$ cat src/rtl/fp_dot_pkg.sv
// Shared widths and the lane record for the 4D dot-product datapath.
// Lanes carry sign, biased exponent and significand magnitude.
package fp_dot_pkg;

    localparam int SIG_W = 50;
    localparam int EXP_W = 8;
    localparam int OUT_W = SIG_W + 1;
    localparam int SH_W  = $clog2(SIG_W + 1);

    typedef struct packed {
        logic             sign;
        logic [EXP_W-1:0] exp;
        logic [SIG_W-1:0] sig;
    } lane_t;

endpackage

$ cat src/rtl/pip_align_shift.sv
// Saturating right shifter for one lane: produces the aligned signed value
// and the sticky OR of every bit shifted out.
module align_shift
    import fp_dot_pkg::*;
(
    input  logic             i_sign,
    input  logic [SIG_W-1:0] i_sig,
    input  logic [EXP_W-1:0] i_diff,
    output logic [OUT_W-1:0] o_al,
    output logic             o_sticky
);

    logic [SH_W-1:0]  w_sh;
    logic [SIG_W-1:0] w_mag;
    logic [SIG_W-1:0] w_mask;
    logic [OUT_W-1:0] w_ext;

    // Shifting by SIG_W empties the lane, so larger distances collapse to SIG_W.
    always_comb begin
        if (int'(i_diff) >= SIG_W) begin
            w_sh = SH_W'(SIG_W);
        end else begin
            w_sh = i_diff[SH_W-1:0];
        end
        w_mag    = i_sig >> w_sh;
        w_mask   = ~({SIG_W{1'b1}} << w_sh);
        o_sticky = |(i_sig & w_mask);
        w_ext    = {1'b0, w_mag};
        o_al     = i_sign ? (-w_ext) : w_ext;
    end

endmodule

$ cat src/rtl/pip_align.sv
// Stage-2 product consumer: finds the maximum exponent, aligns all four lanes
// to it and hands signed lanes to the adder tree over a two-stage pipeline.
module pip_align
    import fp_dot_pkg::*;
(
    input  logic             clk,
    input  logic             rst,
    input  logic             in_valid,
    output logic             in_ready,
    input  logic             sign0,
    input  logic             sign1,
    input  logic             sign2,
    input  logic             sign3,
    input  logic [EXP_W-1:0] exp0,
    input  logic [EXP_W-1:0] exp1,
    input  logic [EXP_W-1:0] exp2,
    input  logic [EXP_W-1:0] exp3,
    input  logic [SIG_W-1:0] sig_out0,
    input  logic [SIG_W-1:0] sig_out1,
    input  logic [SIG_W-1:0] sig_out2,
    input  logic [SIG_W-1:0] sig_out3,
    output logic             out_valid,
    input  logic             out_ready,
    output logic [EXP_W-1:0] max_exp,
    output logic [OUT_W-1:0] al0,
    output logic [OUT_W-1:0] al1,
    output logic [OUT_W-1:0] al2,
    output logic [OUT_W-1:0] al3,
    output logic             sticky0,
    output logic             sticky1,
    output logic             sticky2,
    output logic             sticky3
);

    lane_t [3:0]            w_in;
    logic [EXP_W-1:0]       w_max01;
    logic [EXP_W-1:0]       w_max23;
    logic [EXP_W-1:0]       w_max_e;
    logic [3:0][EXP_W-1:0]  w_diff;
    logic [3:0][OUT_W-1:0]  w_al;
    logic [3:0]             w_sticky;
    logic                   w_s2_adv;
    logic                   w_accept;

    logic                   r_s1_valid;
    lane_t [3:0]            r_s1_lane;
    logic [EXP_W-1:0]       r_s1_max;
    logic                   r_s2_valid;
    logic [3:0][OUT_W-1:0]  r_al;
    logic [3:0]             r_sticky;
    logic [EXP_W-1:0]       r_max_exp;

    always_comb begin
        w_in[0] = {sign0, exp0, sig_out0};
        w_in[1] = {sign1, exp1, sig_out1};
        w_in[2] = {sign2, exp2, sig_out2};
        w_in[3] = {sign3, exp3, sig_out3};
        w_max01 = (exp0 > exp1) ? exp0 : exp1;
        w_max23 = (exp2 > exp3) ? exp2 : exp3;
        w_max_e = (w_max01 > w_max23) ? w_max01 : w_max23;
    end

    // max_e is the largest exponent, so these differences never wrap.
    always_comb begin
        for (int i = 0; i < 4; i++) begin
            w_diff[i] = r_s1_max - r_s1_lane[i].exp;
        end
    end

    for (genvar g = 0; g < 4; g++) begin : g_lane
        align_shift u_shift (
            .i_sign   (r_s1_lane[g].sign),
            .i_sig    (r_s1_lane[g].sig),
            .i_diff   (w_diff[g]),
            .o_al     (w_al[g]),
            .o_sticky (w_sticky[g])
        );
    end

    assign w_s2_adv = r_s1_valid && (!r_s2_valid || out_ready);
    assign in_ready = rst && (!r_s1_valid || w_s2_adv);
    assign w_accept = in_valid && in_ready;

    always_ff @(posedge clk) begin
        if (!rst) begin
            r_s1_valid <= 1'b0;
            r_s1_lane  <= '0;
            r_s1_max   <= '0;
            r_s2_valid <= 1'b0;
            r_al       <= '0;
            r_sticky   <= '0;
            r_max_exp  <= '0;
        end else begin
            if (in_ready) begin
                r_s1_valid <= in_valid;
            end
            if (w_accept) begin
                r_s1_lane <= w_in;
                r_s1_max  <= w_max_e;
            end
            // S2 only reloads on an advance, which keeps outputs frozen during a stall.
            if (w_s2_adv) begin
                r_s2_valid <= 1'b1;
                r_al       <= w_al;
                r_sticky   <= w_sticky;
                r_max_exp  <= r_s1_max;
            end else if (out_ready) begin
                r_s2_valid <= 1'b0;
            end
        end
    end

    assign out_valid = r_s2_valid;
    assign max_exp   = r_max_exp;
    assign al0       = r_al[0];
    assign al1       = r_al[1];
    assign al2       = r_al[2];
    assign al3       = r_al[3];
    assign sticky0   = r_sticky[0];
    assign sticky1   = r_sticky[1];
    assign sticky2   = r_sticky[2];
    assign sticky3   = r_sticky[3];

endmodule

$ cat config.mk
export PLATFORM = sky130hd
export DESIGN_NAME = pip_align
export DESIGN_NICKNAME = d
export VERILOG_FILES = /design/src/rtl/fp_dot_pkg.sv /design/src/rtl/pip_align_shift.sv /design/src/rtl/pip_align.sv
export SDC_FILE = /design/constraint.sdc
export NUM_CORES = 2
export LEC_CHECK = 0
export ABC_CLOCK_PERIOD_IN_PS = 7300
export BUFFER_PORTS_ARGS = -buffer_cell sky130_fd_sc_hd__buf_4
export CORE_MARGIN = 2
export CORE_UTILIZATION = 35
export DETAILED_ROUTE_END_ITERATION = 7
export MAX_ROUTING_LAYER = met4
export PLACE_DENSITY = 0.55
export SLEW_MARGIN = 20
export SYNTH_ARGS = -nofsm -noshare
export SYNTH_HDL_FRONTEND = slang
export SYNTH_HIERARCHICAL = 1
export SYNTH_SLANG_ARGS = --single-unit
$ cat constraint.sdc
create_clock -name clk -period 7.3 [get_ports clk]
set_input_delay 1.095 -clock clk [delete_from_list [all_inputs] [get_ports clk]]
set_output_delay 1.095 -clock clk [all_outputs]
set_load 0.01 [all_outputs]
==> run_results.csv <==
group,metric,value,unit
critical_path,crit_path_end_kind,"register",
route,drc,11,
floorplanning,start_util,35.36,%
timing,setup_tns,0,ns
timing,finClkSkew,0.04530,ns
global_route,grt_max_degree,157,
critical_path,path_class,"reg -> reg",
synth,syn-mean-instance-area,7.188,um^2
critical_path,worstPathMaxFanout,12,
critical_path,crit_required,7.93,ns
worst_hold_path,hp-class,"reg -> reg",
route,dr_total_vias,53920,
cells_and_area,layout.nets,6769,
timing,rsz0062_at_grt,"no",
run,cap_violations,0,
route,viasPerCell,6.590,
cells_and_area,final_cell_mix,"nand2_1, buf_4, o21ai_0",
timing,min_period,7.040,ns
synth,ys_async_sr_fraction,0,%
critical_path,cpMaxStageDelayCell,"xnor2_2",
power,power.density,470.2,nW/um^2
cells_and_area,syn_to_final_growth,17.28,%
global_route,grt_pass1_vias,50050,
clocking,clk_latency,0.70,ns
placement,place.gp.congestion,1.105,
route,drt-initial-drc-count,7084,
clocking,clockBufferDepth,3,
power,power_frac_clock,12.9,%
cells_and_area,final_common_cell,"nand2_1",
synth,syn_area,44570,um^2
critical_path,critPathLaunchType,"register",
critical_path,worstPathArrival,7.67,ns
synth,yosysUniqueCellTypes,111,
route,postRouteWirelength,263900,um
synth,ys_warn_count,6,
timing,slew_viol_final,0,
power,intPower,10.27,mW
route,ant_nets,0,
power,sw_frac_of_total,58.22,%
timing,fmax,142.0,MHz
synth,synth_seq_area_share,20.75,%
timing,finalCritPeriodShare,96.44,%
synth,ys_dominant_reg_cell,"dfxtp_1",
critical_path,path_cells,"inv_1 -> fa_1 -> nor2b_1 -> o21ai_0 -> nand2b_1 -> a21o_1 -> a21oi_1 -> xnor2_2 -> buf_4 -> or2_1 -> or3_1 -> a2111oi_0 -> a211oi_1 -> nand3_1 -> a211oi_1 -> ha_1 -> inv_1 -> nor2_1 -> nand4_2 -> o31ai_1 -> xnor2_1 -> nand2_1 -> a21boi_0",
cells_and_area,nFillCells,13310,
floorplanning,die_w,360.9,um
floorplanning,io_pins,458,
floorplanning,num_rows,130,
power,ir_drop,305.0,uV
global_route,antenna_found_initial,14,
timing,max_slew_margin,25.88,%
critical_path,reg2reg_from,"r_s1_max[1]$_SDFFE_PN0P_",
timing,worst_slew_pin_slew,1.112,ns
critical_path,crit_buf_inv,3,
global_route,grt_pass1_wl,374600,um
clocking,cts.sinks,462,
floorplanning,core,126100,um^2
clocking,path_clk_slew,0.07,ns
synth,synth_edf_count,0,
floorplanning,die_area,130200,um^2
placement,hpwlAfterDp,200100,um
synth,syn-num-nets,6501,
clocking,cts-root-buf,"clkbuf_16",
synth,syn_inst,6201,
status,violations,"design-rule violations",
critical_path,worstSetupStartpoint,"r_s1_max[1]$_SDFFE_PN0P_",
global_route,grtUsageTotal,39.82,%
synth,ys_seq_elements,462,
timing,finalHoldViolCount,0,
route,avgRoutedWirePerCell,32.25,um
critical_path,path_delay_family,"simple AND/OR/NAND/NOR gates",
power,p_sw,14.31,mW
status,status,"complete, but fails checks",
cells_and_area,drive_gt1_share,18.16,%
clocking,h-tree-depth,2,
worst_hold_path,worstHoldStart,"r_s1_lane[54]$_SDFFE_PN0P_",
placement,placedCellCount,8052,
global_route,overflow,0,
critical_path,cpPeakStageDelay,0.69,ns
cells_and_area,final-seq-area,9254,um^2
placement,io_buffers,457,
power,comb_power_share,74.1,%
clocking,cts_made_buffers,59,
floorplanning,dieHeight,360.9,um
clocking,cts_tree,"done",
power,p_leak,19.42,nW
cells_and_area,final_cell_count_no_fill,8182,
power,seq_power_share,13.0,%
cells_and_area,multi_input_area,32280,um^2
timing,setup_violations,0,
route,drt_first_pass_iters,8,
==> state kept, by name, summed over array words and instances (netlist names) <==
| signal | flops |
|---|---|
| max_exp | 8 |
| r_s1_valid | 1 |
| al3 | 51 |
| al2 | 51 |
| r_sticky | 4 |
| r_s1_max | 8 |
| out_valid | 1 |
| al1 | 51 |
| al0 | 51 |
| r_s1_lane | 236 |
==> worst reg2reg max path, delay by kind of cell (launching register included) <==
kind / cells / cell delay [ns]
flops: 1 / 0.48
buf+inv: 3 / 0.58
compound gates: 8 / 2.01
simple gates: 8 / 2.22
xor+xnor: 2 / 0.90
fa+ha+maj: 2 / 0.79
==> cell usage after synthesis, types with 32 or more instances <==
library cell | count | share of area (%)
ha_1 | 56 | 1.6
buf_6 | 33 | 0.83
dfxtp_1 | 462 | 21
buf_4 | 52 | 0.88
nor3_1 | 116 | 1.3
a21boi_0 | 226 | 3.8
nand4_1 | 62 | 0.87
nand2_1 | 1241 | 10
a211oi_1 | 80 | 1.3
buf_2 | 152 | 1.7
a31oi_1 | 60 | 0.84
xor2_1 | 80 | 1.6
a32oi_1 | 128 | 2.5
nor2_1 | 262 | 2.2
o31ai_1 | 32 | 0.54
a22oi_1 | 160 | 2.7
xnor2_1 | 106 | 2.1
or3_1 | 34 | 0.48
clkbuf_1 | 278 | 2.3
o22ai_1 | 85 | 1.2
a221oi_1 | 52 | 1.0
o221ai_1 | 36 | 0.71
o21ai_0 | 565 | 6.3
inv_1 | 162 | 1.4
buf_1 | 32 | 0.27
nor2b_1 | 34 | 0.48
o21ai_1 | 76 | 0.85
a21oi_1 | 262 | 2.9
mux2_2 | 80 | 2.0
nand3_1 | 228 | 2.6
mux2i_1 | 220 | 4.9
o211ai_1 | 38 | 0.64
==> what timing repair did <==
| action | CTS | global route |
|---|---|---|
| hold buffers | 0 | 0 |
| setup buffers | 0 | 4 |
| gates resized for setup | 0 | 5 |
| setup endpoints to repair | 0 | 61 |
==> cell families after synthesis <==
logic type | share of synthesized area, %
AOI/OAI and AO/OA | 35.27
DFF | 20.75
adders and majority gates | 1.841
xor gates and xnor gates | 3.655
and+or+nand+nor | 23.52
muxes | 7.489
buffers and inverters | 7.470
==> power by group through the flow <==
stage / sequential, mW / clock, mW / combinational, mW
final: 3.20 / 3.17 / 18.2
after global routing: 3.22 / 3.33 / 19.0
after CTS: 3.18 / 3.25 / 17.4
after detailed placement: 3.24 / 0 / 17.3
after global placement: 3.24 / 0 / 17.5
after floorplan: 3.13 / 0 / 11.1
==> stage by stage <==
step | util (%) | worst slack, ns | cell area, um^2 | hold WS [ns] | total power [mW]
global route | 41.46 | 0.0002256 | 52260 | 0.4816 | 25.52
detailed placement | 39.73 | 0.2042 | 50080 | 0.4528 | 20.54
CTS | 41.37 | 0.07825 | 52150 | 0.4641 | 23.81
global placement | 39.71 | 0.1224 | 50050 | 0.4475 | 20.71
finish | 41.47 | 0.2598 | 52270 | 0.4639 | 24.58
floorplan | - | 2.022 | 44570 | 0.4326 | 14.26
==> worst paths after layout <==
path / end / slack [ns] / cells past startpoint
setup reg to reg: al3[46]$_SDFFE_PN0P_ / 0.26 / 23
hold reg to reg: r_s1_lane[54]$_SDFFE_PN0P_ / 0.46 / 2
hold / removal: r_s1_lane[54]$_SDFFE_PN0P_ / 0.46 / 2
setup / recovery: al3[46]$_SDFFE_PN0P_ / 0.26 / 23
==> layout make-up <==
| type | count | area share [%] |
|---|---|---|
| antenna | 16 | 0.07659 |
| clock buffer | 77 | 3.205 |
| clock inverter | 31 | 0.7468 |
| inverter | 166 | 1.192 |
| multi-input combinational | 5023 | 61.74 |
| sequential | 462 | 17.70 |
| tap | 1650 | 3.949 |
| timing repair buffer | 757 | 11.38 |
==> layer usage <==
layer  track usage [%]  wire length [um]  share of wire [%]
met4             21.33             17550                6.7
met2             58.62            112200                 43
met1             50.84            108400                 41
met5                 -                 0                  0
met3             8.335             25730                9.8
(Power assumes the default switching activity.)
